<file path="src/rtl/branch_predictor.sv">
// Bimodal direction predictor with a direct-mapped BTB.
// Lookup is combinational from registered state; training is applied on the rising edge.
module branch_predictor #(
  parameter int unsigned IDX_BITS = 6,
  parameter int unsigned TAG_BITS = 8
) (
  input  logic        clk,
  input  logic        rst_n,
  input  logic [31:0] pred_pc,
  output logic        pred_hit,
  output logic        pred_taken,
  output logic [31:0] pred_target,
  input  logic        upd_valid,
  input  logic        upd_is_br,
  input  logic [31:0] upd_pc,
  input  logic        upd_br_en,
  input  logic [31:0] upd_target,
  input  logic        upd_pred_taken,
  output logic        upd_mispredict,
  output logic [31:0] branch_count,
  output logic [31:0] mispredict_count
);

  localparam int unsigned Entries = 1 << IDX_BITS;

  logic                valid_q  [Entries];
  logic [TAG_BITS-1:0] tag_q    [Entries];
  logic [29:0]         target_q [Entries];
  logic [1:0]          ctr_q    [Entries];

  logic [IDX_BITS-1:0] pred_idx, upd_idx;
  logic [TAG_BITS-1:0] pred_tag, upd_tag;

  assign pred_idx = pred_pc[IDX_BITS+1:2];
  assign pred_tag = pred_pc[IDX_BITS+TAG_BITS+1:IDX_BITS+2];
  assign upd_idx  = upd_pc[IDX_BITS+1:2];
  assign upd_tag  = upd_pc[IDX_BITS+TAG_BITS+1:IDX_BITS+2];

  // Lookup: no bypass from a same-cycle update.
  always_comb begin
    pred_hit    = valid_q[pred_idx] && (tag_q[pred_idx] == pred_tag);
    pred_taken  = pred_hit && ctr_q[pred_idx][1];
    pred_target = pred_taken ? {target_q[pred_idx], 2'b00} : pred_pc + 32'd4;
  end

  logic upd_qual, upd_hit;

  assign upd_qual       = upd_valid && upd_is_br;
  assign upd_hit        = valid_q[upd_idx] && (tag_q[upd_idx] == upd_tag);
  assign upd_mispredict = upd_qual && (upd_br_en != upd_pred_taken);

  logic                wr_en;
  logic                valid_d;
  logic [TAG_BITS-1:0] tag_d;
  logic [29:0]         target_d;
  logic [1:0]          ctr_d;

  always_comb begin
    wr_en    = 1'b0;
    valid_d  = valid_q[upd_idx];
    tag_d    = tag_q[upd_idx];
    target_d = target_q[upd_idx];
    ctr_d    = ctr_q[upd_idx];
    if (upd_qual) begin
      if (upd_hit) begin
        wr_en = 1'b1;
        if (upd_br_en) begin
          ctr_d    = (ctr_q[upd_idx] == 2'b11) ? 2'b11 : ctr_q[upd_idx] + 2'd1;
          target_d = upd_target[31:2];
        end else begin
          ctr_d = (ctr_q[upd_idx] == 2'b00) ? 2'b00 : ctr_q[upd_idx] - 2'd1;
        end
      end else if (upd_br_en) begin
        // Allocate on a taken miss, evicting whatever shared the index.
        wr_en    = 1'b1;
        valid_d  = 1'b1;
        tag_d    = upd_tag;
        target_d = upd_target[31:2];
        ctr_d    = 2'b10;
      end
    end
  end

  logic [31:0] branch_count_q, branch_count_d;
  logic [31:0] mispredict_count_q, mispredict_count_d;

  always_comb begin
    branch_count_d     = branch_count_q;
    mispredict_count_d = mispredict_count_q;
    if (upd_qual && (branch_count_q != 32'hFFFF_FFFF)) begin
      branch_count_d = branch_count_q + 32'd1;
    end
    if (upd_mispredict && (mispredict_count_q != 32'hFFFF_FFFF)) begin
      mispredict_count_d = mispredict_count_q + 32'd1;
    end
  end

  always_ff @(posedge clk) begin
    if (!rst_n) begin
      for (int i = 0; i < Entries; i++) begin
        valid_q[i]  <= 1'b0;
        tag_q[i]    <= '0;
        target_q[i] <= '0;
        ctr_q[i]    <= 2'b01;
      end
      branch_count_q     <= '0;
      mispredict_count_q <= '0;
    end else begin
      if (wr_en) begin
        valid_q[upd_idx]  <= valid_d;
        tag_q[upd_idx]    <= tag_d;
        target_q[upd_idx] <= target_d;
        ctr_q[upd_idx]    <= ctr_d;
      end
      branch_count_q     <= branch_count_d;
      mispredict_count_q <= mispredict_count_d;
    end
  end

  assign branch_count     = branch_count_q;
  assign mispredict_count = mispredict_count_q;

endmodule

</file>
<file path="config.mk">
export PLATFORM = sky130hd
export DESIGN_NAME = branch_predictor
export DESIGN_NICKNAME = d
export VERILOG_FILES = /design/src/rtl/branch_predictor.sv
export SDC_FILE = /design/constraint.sdc
export NUM_CORES = 2
export LEC_CHECK = 0
export ABC_AREA = 1
export CORE_ASPECT_RATIO = 0.9
export CORE_UTILIZATION = 29
export CTS_CLUSTER_DIAMETER = 100
export DETAILED_ROUTE_END_ITERATION = 6
export HOLD_SLACK_MARGIN = 0.02
export PLACE_DENSITY_LB_ADDON = 0.05
export SYNTH_ARGS = -nofsm -noshare
export SYNTH_HDL_FRONTEND = slang
export SYNTH_SLANG_ARGS = --single-unit
</file>
<file path="constraint.sdc">
create_clock -name clk -period 4.6 [get_ports clk]
set_input_delay 0.69 -clock clk [delete_from_list [all_inputs] [get_ports clk]]
set_output_delay 0.69 -clock clk [all_outputs]
set_load 0.01 [all_outputs]
</file>
=== Yosys cells after proc, flatten, opt, wreduce, memory -nomap -nowiden ===
Memories as Yosys holds them, arrays and structs flattened.
Cells that the tools add are included.

* Bits in registers: 64
* RAM bits: 2624
* Input bits: 102
* Memories: 4

{| class="wikitable"
|+ Memory list
! memory !! depth !! bits a word !! rd ports !! clocked after Yosys merged registers in !! write ports !! RTL line !! source
|-
| target_q || 64 || 30 || 1 || 0 || 64 || 28 || <nowiki>logic [29:0] target_q [Entries];</nowiki>
|-
| tag_q || 64 || 8 || 2 || 0 || 64 || 27 || <nowiki>logic [TAG_BITS-1:0] tag_q [Entries];</nowiki>
|-
| ctr_q || 64 || 2 || 2 || 0 || 64 || 29 || <nowiki>logic [1:0] ctr_q [Entries];</nowiki>
|-
| valid_q || 64 || 1 || 2 || 0 || 64 || 26 || <nowiki>logic valid_q [Entries];</nowiki>
|}

* Reduce and logical (&&, ||, !) cells: 13
* Muxes and demuxes: 34
* Add/sub/neg operators: 5
* Equality and inequality tests: 8

{| class="wikitable"
|+ Operators by type and width
! cell !! count
|-
| two-way mux 30 bit || 3
|-
| adder 32 x 1 -> 32 bit (second input constant) || 2
|-
| != test 32 bit (second input constant) || 2
|-
| adder 32 x 3 -> 32 bit (second input constant) || 1
|-
| two-way mux 32 bit || 1
|-
| two-way mux 8 bit || 4
|-
| OR reduction 30 bit || 1
|-
| two-way mux 6 bit || 4
|-
| equality test 8 bit || 2
|-
| two-way mux 1 bit || 15
|-
| two-way mux 2 bit || 7
|-
| OR reduction 8 bit || 1
|-
| logical AND 1 bit || 7
|-
| AND reduction 3 bit || 1
|-
| adder 2 x 1 -> 2 bit (second input constant) || 1
|-
| equality test 2 bit (second input constant) || 1
|-
| logical NOT 2 bit || 1
|-
| != test 2 bit (second input constant) || 1
|-
| OR reduction 2 bit || 1
|-
| subtractor 2 x 1 -> 2 bit (second input constant) || 1
|-
| != test 1 bit || 1
|-
| != test 1 bit (second input constant) || 1
|-
| OR reduction 1 bit || 1
|}

=== Longest topological paths before layout ===
An unclocked memory read counts as a cell.

* Depth after elaboration: 11
* Mapped depth: 25
* Mapped depth without buffers: 22

=== Least setup slack after synthesis ===
OpenSTA, ideal clock, no wires.

* Path kind: in2out
* Start: input pred_pc[2]
* End: output pred_target[22]
* Arrival time: 2.972 ns
* Required time: 3.910 ns
* Path slack: 0.938 ns
* Path buffers: 7
* Cell stages on the path: 15
* Cells stage by stage: buf_2 clkinv_1 buf_2 buf_2 clkbuf_1 buf_2 buf_2 clkbuf_1 nor2_1 o22ai_1 a21oi_1 a31oi_1 a22o_1 nand4_1 nand2_1

* Cells in the longest elaborated chain, start to end: 5
* Elaborated cells between the ends (all ways): 9
* Those cells by class: add/sub: 1; eq/ne: 1; mux: 1; reduce/logical: 2; memory: 4

{| class="wikitable"
|+ RTL lines
! item !! RTL line !! source
|-
| from (decl) || 9 || <nowiki>input logic [31:0] pred_pc,</nowiki>
|-
| memory read (64 x 8 bit) || -- ||
|-
| equality test 8 bit || 41 || <nowiki>pred_hit = valid_q[pred_idx] && (tag_q[pred_idx] == pred_tag);</nowiki>
|-
| logical AND 1 bit || 41 ||
|-
| logical AND 1 bit || 42 || <nowiki>pred_taken = pred_hit && ctr_q[pred_idx][1];</nowiki>
|-
| two-way mux 32 bit (*) || 43 || <nowiki>pred_target = pred_taken ? {target_q[pred_idx], 2'b00} : pred_pc + 32'd4;</nowiki>
|-
| to (decl) || 12 || <nowiki>output logic [31:0] pred_target,</nowiki>
|}

Every way passes the cells marked *; elsewhere a longest branch is shown, timed or not.

=== Worst setup path after layout ===
* Start: input pred_pc[2]
* End: output pred_target[14]

The elaborated chain is that of the path after synthesis.

==> impl_metrics.json <==
{
  "synthesis.area_um2": 127000,
  "ctsHtreeMaxLevel": 5,
  "finalWorstSetupSlack_ps": 104,
  "detail-route-antenna-nets": 0,
  "ios": 201,
  "die_y_um": 630,
  "core_um2": 436000,
  "hold_viol_final": 0,
  "clkSlewWorstSetupHoldPaths_ps": 60,
  "max-slew-margin-rel_pct": 27.4,
  "hold_buffers": 0,
  "powerDensity_nw_per_um2": 389,
  "finalCritPeriodShare_pct": 97.7,
  "clock-skew-final_ps": 76.2,
  "viasPerCell": 5.28,
  "critical_path_class": "input pin to primary output",
  "tightestPinTransition_ps": 1090,
  "wl_per_cell_um": 29.9,
  "timing.rr.start": "tag_q[43][7]$_SDFFCE_PN0P_",
  "die_x_um": 699,
  "crit_top_cell": "nand2_1",
  "ys_warn_count": 0,
  "hold_class": "input pin to register",
  "ys_seq_elements": 2688,
  "grt_pass1_wl_um": 831000,
  "drc": 0,
  "yosysMostFrequentCell": "nor2_1",
  "avgSynthCellArea_um2": 9.42,
  "synth_commonest_cells": "3796 x nor2_1, 2560 x edfxtp_1, 1676 x nand2_1, 1493 x o21ai_0, 953 x clkbuf_1",
  "ys_top_cells_by_area": "edfxtp_1 61%, nor2_1 11%, o21ai_0 5.9%",
  "cts_sinks": 2688,
  "numPortBuffers": 180,
  "drt_iter0_drc": 11213,
  "area_growth_pct": 23.9,
  "cts_max_path_buffers": 4,
  "required_ps": 3910,
  "whs_path_depth": 3,
  "drtPass1Iterations": 6,
  "initial_utilization_pct": 29.1,
  "antenna_found_initial": 26,
  "cp-start-kind": "input pin",
  "drive_gt1_share_pct": 14.6,
  "layout.nets": 14279,
  "synthFlopType": "edfxtp_1",
  "fin_crit_ps": 4500,
  "place_ws_ps": -667,
  "numCtsBuffers": 325,
  "netlist.area_leader.share_pct": 60.5,
  "crit_chain": "buf_12 -> buf_12 -> buf_16 -> buf_4 -> a21oi_1 -> o21ai_0 -> nand3_1 -> nand3_1 -> nand3_1 -> nand2_1 -> nand2_4 -> inv_1 -> nand2_1 -> nand2_1 -> nand2_1 -> nand3_2 -> nor2_4 -> buf_12 -> nand3_4 -> buf_12 -> nand2_1 -> nand2_1 -> dlygate4sd2_1",
  "grt_pass1_vias": 101587,
  "synthArstFlopShare_pct": 0,
  "via_count": 106759,
  "grt-ovfl-total": 0,
  "end_kind": "primary output",
  "dieArea_um2": 440000,
  "grt_usage_pct": 26.5,
  "min_to": "valid_q[43]$_DFF_P_",
  "syn_inst": 13477,
  "routed_wl_um": 605000,
  "setup_tns_ps": 0,
  "rsz0062_at_grt": "no",
  "min_from": "rst_n",
  "r2r_slack_ps": 510,
  "timing.critical_path.arrival_ps": 3810,
  "synth_top_cell_by_area": "edfxtp_1",
  "status": "completed",
  "reg2reg_depth": 22,
  "critPathMaxFanout": 17,
  "yosys.cell_types.count": 52,
  "setup_viol": 0,
  "p_leak_uw": 0.0582,
  "synth_edf_count": 2560,
  "cts_tree": "done",
  "grt_max_degree": 76,
  "max-vdd-ir-drop_mv": 0.259,
  "gp_congestion": 0.921,
  "drv_cap": 0,
  "r2r_end": "ctr_q[10][0]$_SDFFCE_PN1P_",
  "fmax_mhz": 222,
  "crit_slowest_cell": "dlygate4sd2_1",
  "floorplan.rows": 230,
  "slowest_delay_ps": 280,
  "final_max_slew_viol_count": 0,
  "hpwl_um": 403000,
  "final_core_util_pct": 36.1,
  "synth_fp_nets": 13582,
  "seq_area_frac_synth_pct": 62.6,
  "clock_latency_ps": 1010,
  "cts_root_buf": "clkbuf_16"
}
==> how the worst max path moves through the flow <==
stage                               startpoint                       endpoint  cells past startpoint
floorplan                           pred_pc[2]                pred_target[22]                     15
global placement                     upd_pc[4]  target_q[2][23]$_SDFFCE_PN0P_                     13
detailed placement                  pred_pc[5]                pred_target[30]                     20
CTS                 tag_q[38][3]$_SDFFCE_PN0P_                pred_target[30]                     20
global route        tag_q[52][2]$_SDFFCE_PN0P_                pred_target[14]                     17
finish                              pred_pc[2]                pred_target[14]                     23
==> cell families (layout without fill, tap and decap cells) <==
family | after synthesis | count (layout) | synth area share, %
muxes | 1 | 1 | 0.00788
and+or+nand+nor | 6187 | 6187 | 19.3
xor gates and xnor gates | 40 | 40 | 0.276
buffers and inverters | 1829 | 2778 | 5.79
AOI/OAI and AO/OA | 2729 | 2729 | 12.1
adders and majority gates | 3 | 3 | 0.0296
other | 0 | 9 | 0
DFF | 2688 | 2688 | 62.6
==> state kept, by name, indices dropped and copies added (netlist names) <==
| signal | cells |
|---|---|
| branch_count | 32 |
| ctr_q | 128 |
| mispredict_count | 32 |
| tag_q | 512 |
| target_q | 1920 |
| valid_q | 64 |
==> what timing repair did <==
| item | in CTS | in global routing |
|---|---|---|
| pin swaps | 19 | 7 |
| setup buffers | 15 | 1 |
| endpoints found under the setup margin | 34 | 32 |
| gates cloned | 16 | 0 |
| endpoints found under the hold margin | 0 | 0 |
| resized for setup | 186 | 18 |
==> where the power goes <==
group | internal [uW] | leakage (uW) | total [uW] | switching (uW)
clock network | 14500 | 0.00492 | 25500 | 11100
registers | 27800 | 0.0257 | 28100 | 308
logic | 2370 | 0.0276 | 7600 | 5230
==> layout by cell type (no fill, tap or decap), types with 13 or more instances in the layout <==
cell type and instances:
a21oi_1 430, o221ai_1 175, bufbuf_16 14, clkdlybuf4s50_1 136, nand4_1 74, buf_16 20
bufinv_16 19, a31oi_1 32, a22o_1 13, dlygate4sd2_1 30, buf_6 13, inv_1 553
clkbuf_1 82, dfxtp_1 128, nor2_1 3786, xor2_1 33, nand2_1 1635, o22ai_1 304
nand3_1 461, o211ai_1 143, nand2_2 38, o21ai_0 1482, buf_4 1051, clkbuf_16 334
or2_2 13, clkinv_1 74, a22oi_1 17, nor3_1 39, nand3_2 73, o21ai_1 72
inv_6 13, edfxtp_1 2560, buf_12 316, clkinv_2 70
==> layout make-up <==
cell class,instances,area [um^2]
Clock inverter,158,1410
Clock buffer,421,8730
Tap cell,5800,7260
Timing Repair inverter,1,8.76
Fill cell,43744,279000
Multi-Input combinational cell,8960,40900
Antenna cell,9,22.5
Timing Repair Buffer,1595,17200
Inverter,603,2350
Sequential cell,2688,79400
==> metrics by stage <==
step | instance area (um^2) | cells | power (uW) | hold WS, ps
after floorplan | 127000 | 13477 | 31500 | 432
after global placement | 146000 | 19617 | 36000 | 441
after detailed placement | 146000 | 19617 | 36000 | 451
after CTS | 157000 | 20225 | 61700 | 65.2
after global routing | 157000 | 20228 | 63000 | 126
final | 157000 | 20235 | 61200 | 190
==> metal layers <==
| layer | vias up | GRT usage (%) | part of all wire, % |
|---|---|---|---|
| li1 | 47576 | - | - |
| met1 | 54580 | 37.4 | 45 |
| met2 | 3863 | 42.0 | 45 |
| met3 | 736 | 3.74 | 6.1 |
| met4 | 4 | 8.59 | 3.6 |
| met5 | - | 0 | 0.0045 |
==> worst max-delay path: cells and delay by family <==
kind | cells | cell delay [ps]
AOI/OAI and AO/OA | 2 | 250
buffers and inverters | 8 | 1330
and+or+nand+nor | 13 | 1470
No activity file was read; power rests on OpenSTA's default activity.
